File: src/rtl/sync_ram_req_adapter.sv
// Valid/ready request front-end for a single-port synchronous RAM with an in-order response FIFO.
// Optional out-of-range address checking is enabled by defining SYNC_RAM_REQ_ADAPTER_ERR_EN.
module sync_ram_req_adapter #(
    parameter int BUS_ADDR_WIDTH = 32,
    parameter int RAM_ADDR_WIDTH = 12,
    parameter int DATA_WIDTH     = 32,
    parameter int RSP_DEPTH      = 4
) (
    input  logic                      clock,
    input  logic                      reset,
    input  logic                      req_valid,
    output logic                      req_ready,
    input  logic                      req_write,
    input  logic [BUS_ADDR_WIDTH-1:0] req_addr,
    input  logic [DATA_WIDTH/8-1:0]   req_wstrb,
    input  logic [DATA_WIDTH-1:0]     req_wdata,
    output logic                      rsp_valid,
    input  logic                      rsp_ready,
    output logic                      rsp_write,
    output logic [DATA_WIDTH-1:0]     rsp_rdata,
    output logic                      rsp_err,
    output logic [RAM_ADDR_WIDTH-1:0] ram_raddr,
    output logic [RAM_ADDR_WIDTH-1:0] ram_waddr,
    output logic [DATA_WIDTH/8-1:0]   ram_wstrb,
    output logic [DATA_WIDTH-1:0]     ram_wdata,
    input  logic [DATA_WIDTH-1:0]     ram_rdata
);

    localparam int PTR_W = (RSP_DEPTH > 1) ? $clog2(RSP_DEPTH) : 1;
    localparam int CNT_W = $clog2(RSP_DEPTH) + 1;

    logic [PTR_W-1:0]      wr_ptr;
    logic [PTR_W-1:0]      rd_ptr;
    logic [CNT_W-1:0]      count;
    logic                  inflight;
    logic                  inflight_write;
    logic                  inflight_err;
    logic [CNT_W-1:0]      credits_used;
    logic                  req_fire;
    logic                  rsp_pop;
    logic                  addr_err;
    logic [DATA_WIDTH-1:0] push_data;

    logic [DATA_WIDTH-1:0] fifo_data  [RSP_DEPTH];
    logic                  fifo_write [RSP_DEPTH];
    logic                  fifo_err   [RSP_DEPTH];

    generate
        if (BUS_ADDR_WIDTH > RAM_ADDR_WIDTH) begin : g_upper
`ifdef SYNC_RAM_REQ_ADAPTER_ERR_EN
            assign addr_err = |req_addr[BUS_ADDR_WIDTH-1:RAM_ADDR_WIDTH];
`else
            logic unused_upper;
            assign unused_upper = ^req_addr[BUS_ADDR_WIDTH-1:RAM_ADDR_WIDTH];
            assign addr_err     = 1'b0;
`endif
        end else begin : g_no_upper
            assign addr_err = 1'b0;
        end
    endgenerate

    // A fired request reserves a FIFO slot one cycle before it is pushed, so
    // credits count the in-flight op as well as queued responses.
    assign credits_used = count + {{(CNT_W-1){1'b0}}, inflight};
    assign req_ready    = reset & (credits_used < CNT_W'(RSP_DEPTH));
    assign req_fire     = req_valid & req_ready;

    assign ram_raddr = req_addr[RAM_ADDR_WIDTH-1:0];
    assign ram_waddr = req_addr[RAM_ADDR_WIDTH-1:0];
    assign ram_wdata = req_wdata;
    assign ram_wstrb = (req_fire & req_write & ~addr_err) ? req_wstrb : '0;

    assign rsp_valid = (count != '0);
    assign rsp_pop   = rsp_valid & rsp_ready;
    assign rsp_write = rsp_valid & fifo_write[rd_ptr];
    assign rsp_err   = rsp_valid & fifo_err[rd_ptr];
    assign rsp_rdata = rsp_valid ? fifo_data[rd_ptr] : '0;

    assign push_data = (inflight_write | inflight_err) ? '0 : ram_rdata;

    always_ff @(posedge clock or negedge reset) begin
        if (!reset) begin
            wr_ptr         <= '0;
            rd_ptr         <= '0;
            count          <= '0;
            inflight       <= 1'b0;
            inflight_write <= 1'b0;
            inflight_err   <= 1'b0;
        end else begin
            inflight <= req_fire;
            if (req_fire) begin
                inflight_write <= req_write;
                inflight_err   <= addr_err;
            end
            if (inflight) begin
                wr_ptr <= wr_ptr + PTR_W'(1);
            end
            if (rsp_pop) begin
                rd_ptr <= rd_ptr + PTR_W'(1);
            end
            case ({inflight, rsp_pop})
                2'b10:   count <= count + CNT_W'(1);
                2'b01:   count <= count - CNT_W'(1);
                default: count <= count;
            endcase
        end
    end

    // Response storage is not reset; entries are only observed once count covers them.
    always_ff @(posedge clock) begin
        if (inflight) begin
            fifo_data[wr_ptr]  <= push_data;
            fifo_write[wr_ptr] <= inflight_write;
            fifo_err[wr_ptr]   <= inflight_err;
        end
    end

endmodule
File: config.mk
export PLATFORM = sky130hd
export DESIGN_NAME = sync_ram_req_adapter
export DESIGN_NICKNAME = d
export VERILOG_FILES = /design/src/rtl/sync_ram_req_adapter.sv
export SDC_FILE = /design/constraint.sdc
export NUM_CORES = 1
export LEC_CHECK = 0
export ABC_AREA = 1
export BUFFER_PORTS_ARGS = -buffer_cell sky130_fd_sc_hd__buf_2
export CORE_MARGIN = 5
export CORE_UTILIZATION = 43
export DETAILED_ROUTE_END_ITERATION = 10
export HOLD_SLACK_MARGIN = 0.06
export PLACE_DENSITY = 0.69
export SLEW_MARGIN = 20
export SYNTH_ARGS = -nofsm -noshare
export SYNTH_HDL_FRONTEND = slang
export SYNTH_SLANG_ARGS = --single-unit
File: constraint.sdc
create_clock -name clock -period 2.2 [get_ports clock]
set_clock_uncertainty 0.05 [all_clocks]
set_input_delay 0 -clock clock [delete_from_list [all_inputs] [get_ports clock]]
set_output_delay 0 -clock clock [all_outputs]
set_load 0.01 [all_outputs]
; ---- Word-level counts from Yosys, hierarchy flattened
; Memories as Yosys holds them, arrays and structs flattened.
; Index checks and enable logic that the tools add are counted.
[totals]
ff_bits = 9
mem_bits_rw = 132
inputBits = 105
out_inout_bits = 96
wordCells = 29
memories = 2
[memory_table]
columns = memory, words, word_bits, rd, rd_clocked_by_memory_dff, write_ports, line_no
row1 = fifo_data, 4, 32, 1, 0, 1, 44  ; logic [DATA_WIDTH-1:0] fifo_data [RSP_DEPTH];
row2 = fifo_write, 4, 1, 1, 0, 1, 45  ; logic fifo_write [RSP_DEPTH];
[op_classes]
addsub = 5
magnitude_cmp = 1
eq_ne = 2
n_mux = 6
bitwise = 6
reduce_logical = 2
[ops]
columns = operator, count
row1 = 32-bit 2-to-1 mux, 2
row2 = 3-bit case mux with 2 select lines, 1
row3 = 1-bit bitwise AND, 5
row4 = "2-bit by 1-bit adder with 2-bit output, second input constant", 2
row5 = 4-bit 2-to-1 mux, 1
row6 = 3-bit by 1-bit adder with 3-bit output, 1
row7 = "3-bit by 1-bit adder with 3-bit output, second input constant", 1
row8 = "3-bit < comparator, second input constant", 1
row9 = 3-bit nonzero test, 1
row10 = "3-bit by 1-bit subtractor with 3-bit output, second input constant", 1
row11 = "2-bit by 1-bit equality test with 1-bit output, second input constant", 1
row12 = "2-bit equality test, second input constant", 1
row13 = 1-bit 2-to-1 mux, 2
row14 = 2-bit nonzero test, 1
row15 = "1-bit bitwise AND, second input constant", 1

; ---- Longest topological paths before layout
[depth]
depth_word = 6
depth_mapped = 10
ltp_nobuf = 10

; ---- Least setup slack after synthesis
; Ideal clock, no wire load.
[synth_path]
kind = register -> register
start = register count[0]
end = register count[2]
setup_time_ns = 0.131
t_arrival_ns = 1.604
required_time_ns = 2.019
setup_slack_ns = 0.415
path_stages_with_launch = 11
path_buffers = 0
synth_period_minus_slack_ns = 1.785
path_cell_list = dfrtp_1 > inv_1 > nand3_2 > nand2_1 > inv_1 > ha_1 > inv_1 > fa_1 > a21oi_1 > o21ai_0 > xor2_1
[synth_via]
elab_chain_cells = 4
elab_cells_between_ends = 8
classes_between = 2 x add/sub / 2 x eq/ne / 1 x mux / 1 x bitwise / 2 x reduce/logical
[synth_rtl]
columns = item, line_no
row1 = "start, declared", 34  ; logic [CNT_W-1:0] count;
row2 = "start signal, assigned", 102  ; 2'b10: count <= count + CNT_W'(1);
row3 = "start signal, assigned", 103  ; 2'b01: count <= count - CNT_W'(1);
row4 = "start signal, assigned", 104  ; default: count <= count;
row5 = 3-bit nonzero test *, 73  ; assign rsp_valid = (count != '0);
row6 = named net rsp_valid, 17  ; output logic rsp_valid,
row7 = 1-bit bitwise AND *, 74  ; assign rsp_pop = rsp_valid & rsp_ready;
row8 = named net rsp_pop, 40  ; logic rsp_pop;
row9 = 2-bit by 1-bit equality test with 1-bit output or 2-bit equality test (tied branches), 101  ; case ({inflight, rsp_pop})
row10 = 3-bit case mux with 2 select lines or 2-bit nonzero test (tied branches), --
; The timed path passes the listed nets; every way through them passes the cells marked *.
; A chain may end at the register's enable or synchronous reset.

; ---- Worst setup path in the final report
[layout_path]
start = register rd_ptr[0]
end = output rsp_rdata[9]
[layout_via]
elab_chain_cells = 2
[layout_rtl]
columns = item, line_no
row1 = "start, declared", 33  ; logic [PTR_W-1:0] rd_ptr;
row2 = "start signal, assigned", 99  ; rd_ptr <= rd_ptr + PTR_W'(1);
row3 = memory read 4 x 32 bit, --
row4 = 32-bit 2-to-1 mux, 77  ; assign rsp_rdata = rsp_valid ? fifo_data[rd_ptr] : '0;
row5 = "end, declared", 20  ; output logic [DATA_WIDTH-1:0] rsp_rdata,
; No other way between the ends.

==> metrics.csv <==
stage,metric,value,unit
status,status,"complete, no violations",
power_and_ir_drop,total chip power,10.5,mW
cells_and_area,layout cells sized above 1,19.2,%
synthesis,Syn Nets,694,
cells_and_area,Finished Layout Cells,892,
placement,dpl cells,779,
sta,worst slew pin tran,746,ps
grt,initial antenna violation count,0,
placement,detailed placement HPWL,8900,um
synthesis,synth warn,0,
cts,clock latency on the worst-skew pair,410,ps
die,DIE AREA,0.0173,sq mm
cts,H-tree Lvls,4,
synthesis,top-area cell type share of the netlist area,62.3,%
cts,CTS tree,done,
cells_and_area,n_diodes,0,
critical_path,Setup CP Type,flip-flop to output port,
grt,GRT Total Usage,17.1,%
critical_path,crit path cell chain,clkinv_2 -> buf_4 -> o21ai_0 -> a21oi_1 -> buf_2,
grt,gr ovfl total,0,
drt,post-DR wirelength/cell,16.9,um
drt,detailed-route via count,4414,
hold_path,hold crit path type,primary input to output port,
grt,number of global-route vias before repair,4369,
synthesis,post-synthesis cell area,0.00636,sq mm
critical_path,CP startpoint kind,flip-flop,
die,IO Count,201,
critical_path,buffer and inverter count on the worst path,3,
job,Max Cap Viol,0,
sta,Hold Fails Final Rpt,0,
cts,post-CTS setup buffer count,0,
sta,fin crit share,93.4,%
power_and_ir_drop,VDD IR max,0.786,mV
die,die width,132,um
die,Row Count,44,
sta,Final Max Slew Viols,0,
power_and_ir_drop,pwr/cell area,1310,mW/mm^2
cts,CTS sink cnt,141,
die,DIE HEIGHT,132,um
die,Starting Density,43.8,%
synthesis,Post-Synthesis Cells,583,
sta,fmax,0.487,GHz
cts,CTS max path bufs,2,
critical_path,CP Capture Type,output port,
sta,Max-slew headroom,50.2,%
critical_path,"Largest stage delay, worst path",400,ps
sta,RSZ-0062 raised after global routing,false,
critical_path,"Max FO, Critical Path",29,
sta,"Setup violations, final",0,
sta,setup TNS,0,ps
critical_path,slowest CP cell,dfrtp_2,
cells_and_area,Final #Nets,806,
cells_and_area,fillers,1221,
synthesis,"Avg Cell Area, Syn",10.9,sq um
critical_path,critical path's top delay family,buffers and inverters,
die,total core area,0.0145,sq mm
drt,Routed WL,15100,um
power_and_ir_drop,Pleak,3.25,nW
drt,DRT iter0 DRCs,265,
grt,largest net degree at the start of global routing,68,
sta,min Tclk post-route,2050,ps
drt,Final ANT Viol Nets,0,
cts,CTS buffer count,17,
critical_path,CP required,2150,ps
drt,DR pass1 iterations,5,
synthesis,Yosys cell types,23,
synthesis,largest cells by area after synthesis,"edfxtp_1, nor2_1, buf_4",
cts,root buffer cell,clkbuf_16,
cts,"CTS clk-pin slew, worst paths",60,ps
critical_path,Worst EP arrival,2000,ps
synthesis,sequential element share of the synthesized area,65.8,%
cells_and_area,area grow syn2layout,26.3,%
synthesis,"flops & latches, synth",141,
placement,I/O Buffers,79,
drt,via-per-instance ratio,4.95,
placement,GP Congestion,0.730,
drt,drc violations,0,
synthesis,"area leader, netlist",edfxtp_1,
grt,first-pass GRT wire length,23100,um
area by class of cell:
cell class	count	area [sq um]	share of cell area (%)
clock inverters	10	184	2.29
repair buffers	180	1380	17.2
well taps	184	230	2.86
flip-flops and latches	141	4190	52.1
clock buffers	22	484	6.02
inverters	54	204	2.54
multi-input cells	301	1360	17.0
cell families after synthesis:
logic type	Yosys count	synth area share [%]
buf+inv	141	12.8
simple gates	186	11.3
fa+ha+maj	6	1.30
compound gates	104	8.24
other cells	1	0.0589
xor+xnor	4	0.551
flops	141	65.8
placed cells by master, fill, tap and decap left out, drive strengths merged:
cell,instances
nor2,171
nand4,2
edfxtp,132
o21ai,69
clkinv,3
fa,1
xnor2,1
dlygate4sd3,81
clkbuf,22
inv,54
nand3,3
clkinvlp,2
conb,1
buf,99
nand2,10
xor2,3
ha,5
dfrtp,9
bufinv,5
a21oi,35
flip-flops by register name, summed over array words and instances, names as in the netlist:
register and count:
inflight 1, count 3, fifo_write 4, rd_ptr 2, wr_ptr 2, inflight_write 1
fifo_data 128
per-stage QoR:
| step | hold WS, ps | cell area (sq um) | util, % | worst slack (ps) |
|---|---|---|---|---|
| 3_5_place_dp | -174 | 6560 | 45.1 | 307 |
| 6_report | 242 | 8040 | 55.3 | 146 |
| 2_1_floorplan | -346 | 6360 | - | 415 |
| 3_3_place_gp | -183 | 6560 | 45.1 | 348 |
| 5_1_grt | 269 | 8040 | 55.3 | 10.3 |
| 4_1_cts | 244 | 8040 | 55.3 | 88.7 |
report_power, final:
part	internal [mW]	switching (mW)
clock	2.13	1.03
combinational	1.35	2.47
sequential	3.43	0.120
worst paths after layout:
path	from	to	slack, ps	depth (start not counted)
setup / recovery	rd_ptr[0]$_DFFE_PN0P_	rsp_rdata[9]	150	5
hold / removal	req_wstrb[2]	ram_wstrb[2]	240	4
setup reg to reg	count[1]$_DFFE_PN0P_	count[2]$_DFFE_PN0P_	300	10
hold reg to reg	wr_ptr[0]$_DFFE_PN0P_	wr_ptr[0]$_DFFE_PN0P_	480	1
max in group asynchronous	reset	rd_ptr[0]$_DFFE_PN0P_	1220	3
min in group asynchronous	reset	count[0]$_DFFE_PN0P_	560	3
worst min-delay path, stage by stage:
cell	delay [ps]
buf_2	100
inv_1	40
nor2_1	30
buf_2	120
layer usage:
layer,global-route usage [%],wire length (um)
met5,0,0
met4,4.97,136
met3,5.50,1120
met2,31.4,8120
met1,19.0,5720
repair_timing:
action | CTS | global route
setup endpoints to repair | 0 | 2
endpoints found under the hold margin | 198 | 0
gates resized for setup | 0 | 1
hold buffers | 81 | 0
cells in the mapped netlist:
library cell and count:
buf_6 6, nor2_1 171, nand2_1 10, a21oi_1 34, clkbuf_1 7, o21ai_1 31, o21ai_0 38, buf_4 58
xor2_1 3, nand3_1 2, edfxtp_1 132, nand3_2 1, inv_2 2, xnor2_1 1, a21oi_2 1, ha_1 5
buf_2 16, conb_1 1, inv_1 52, nand4_1 1, dfrtp_1 9, fa_1 1, nand4_2 1
No activity file was read; power rests on OpenSTA's default activity.
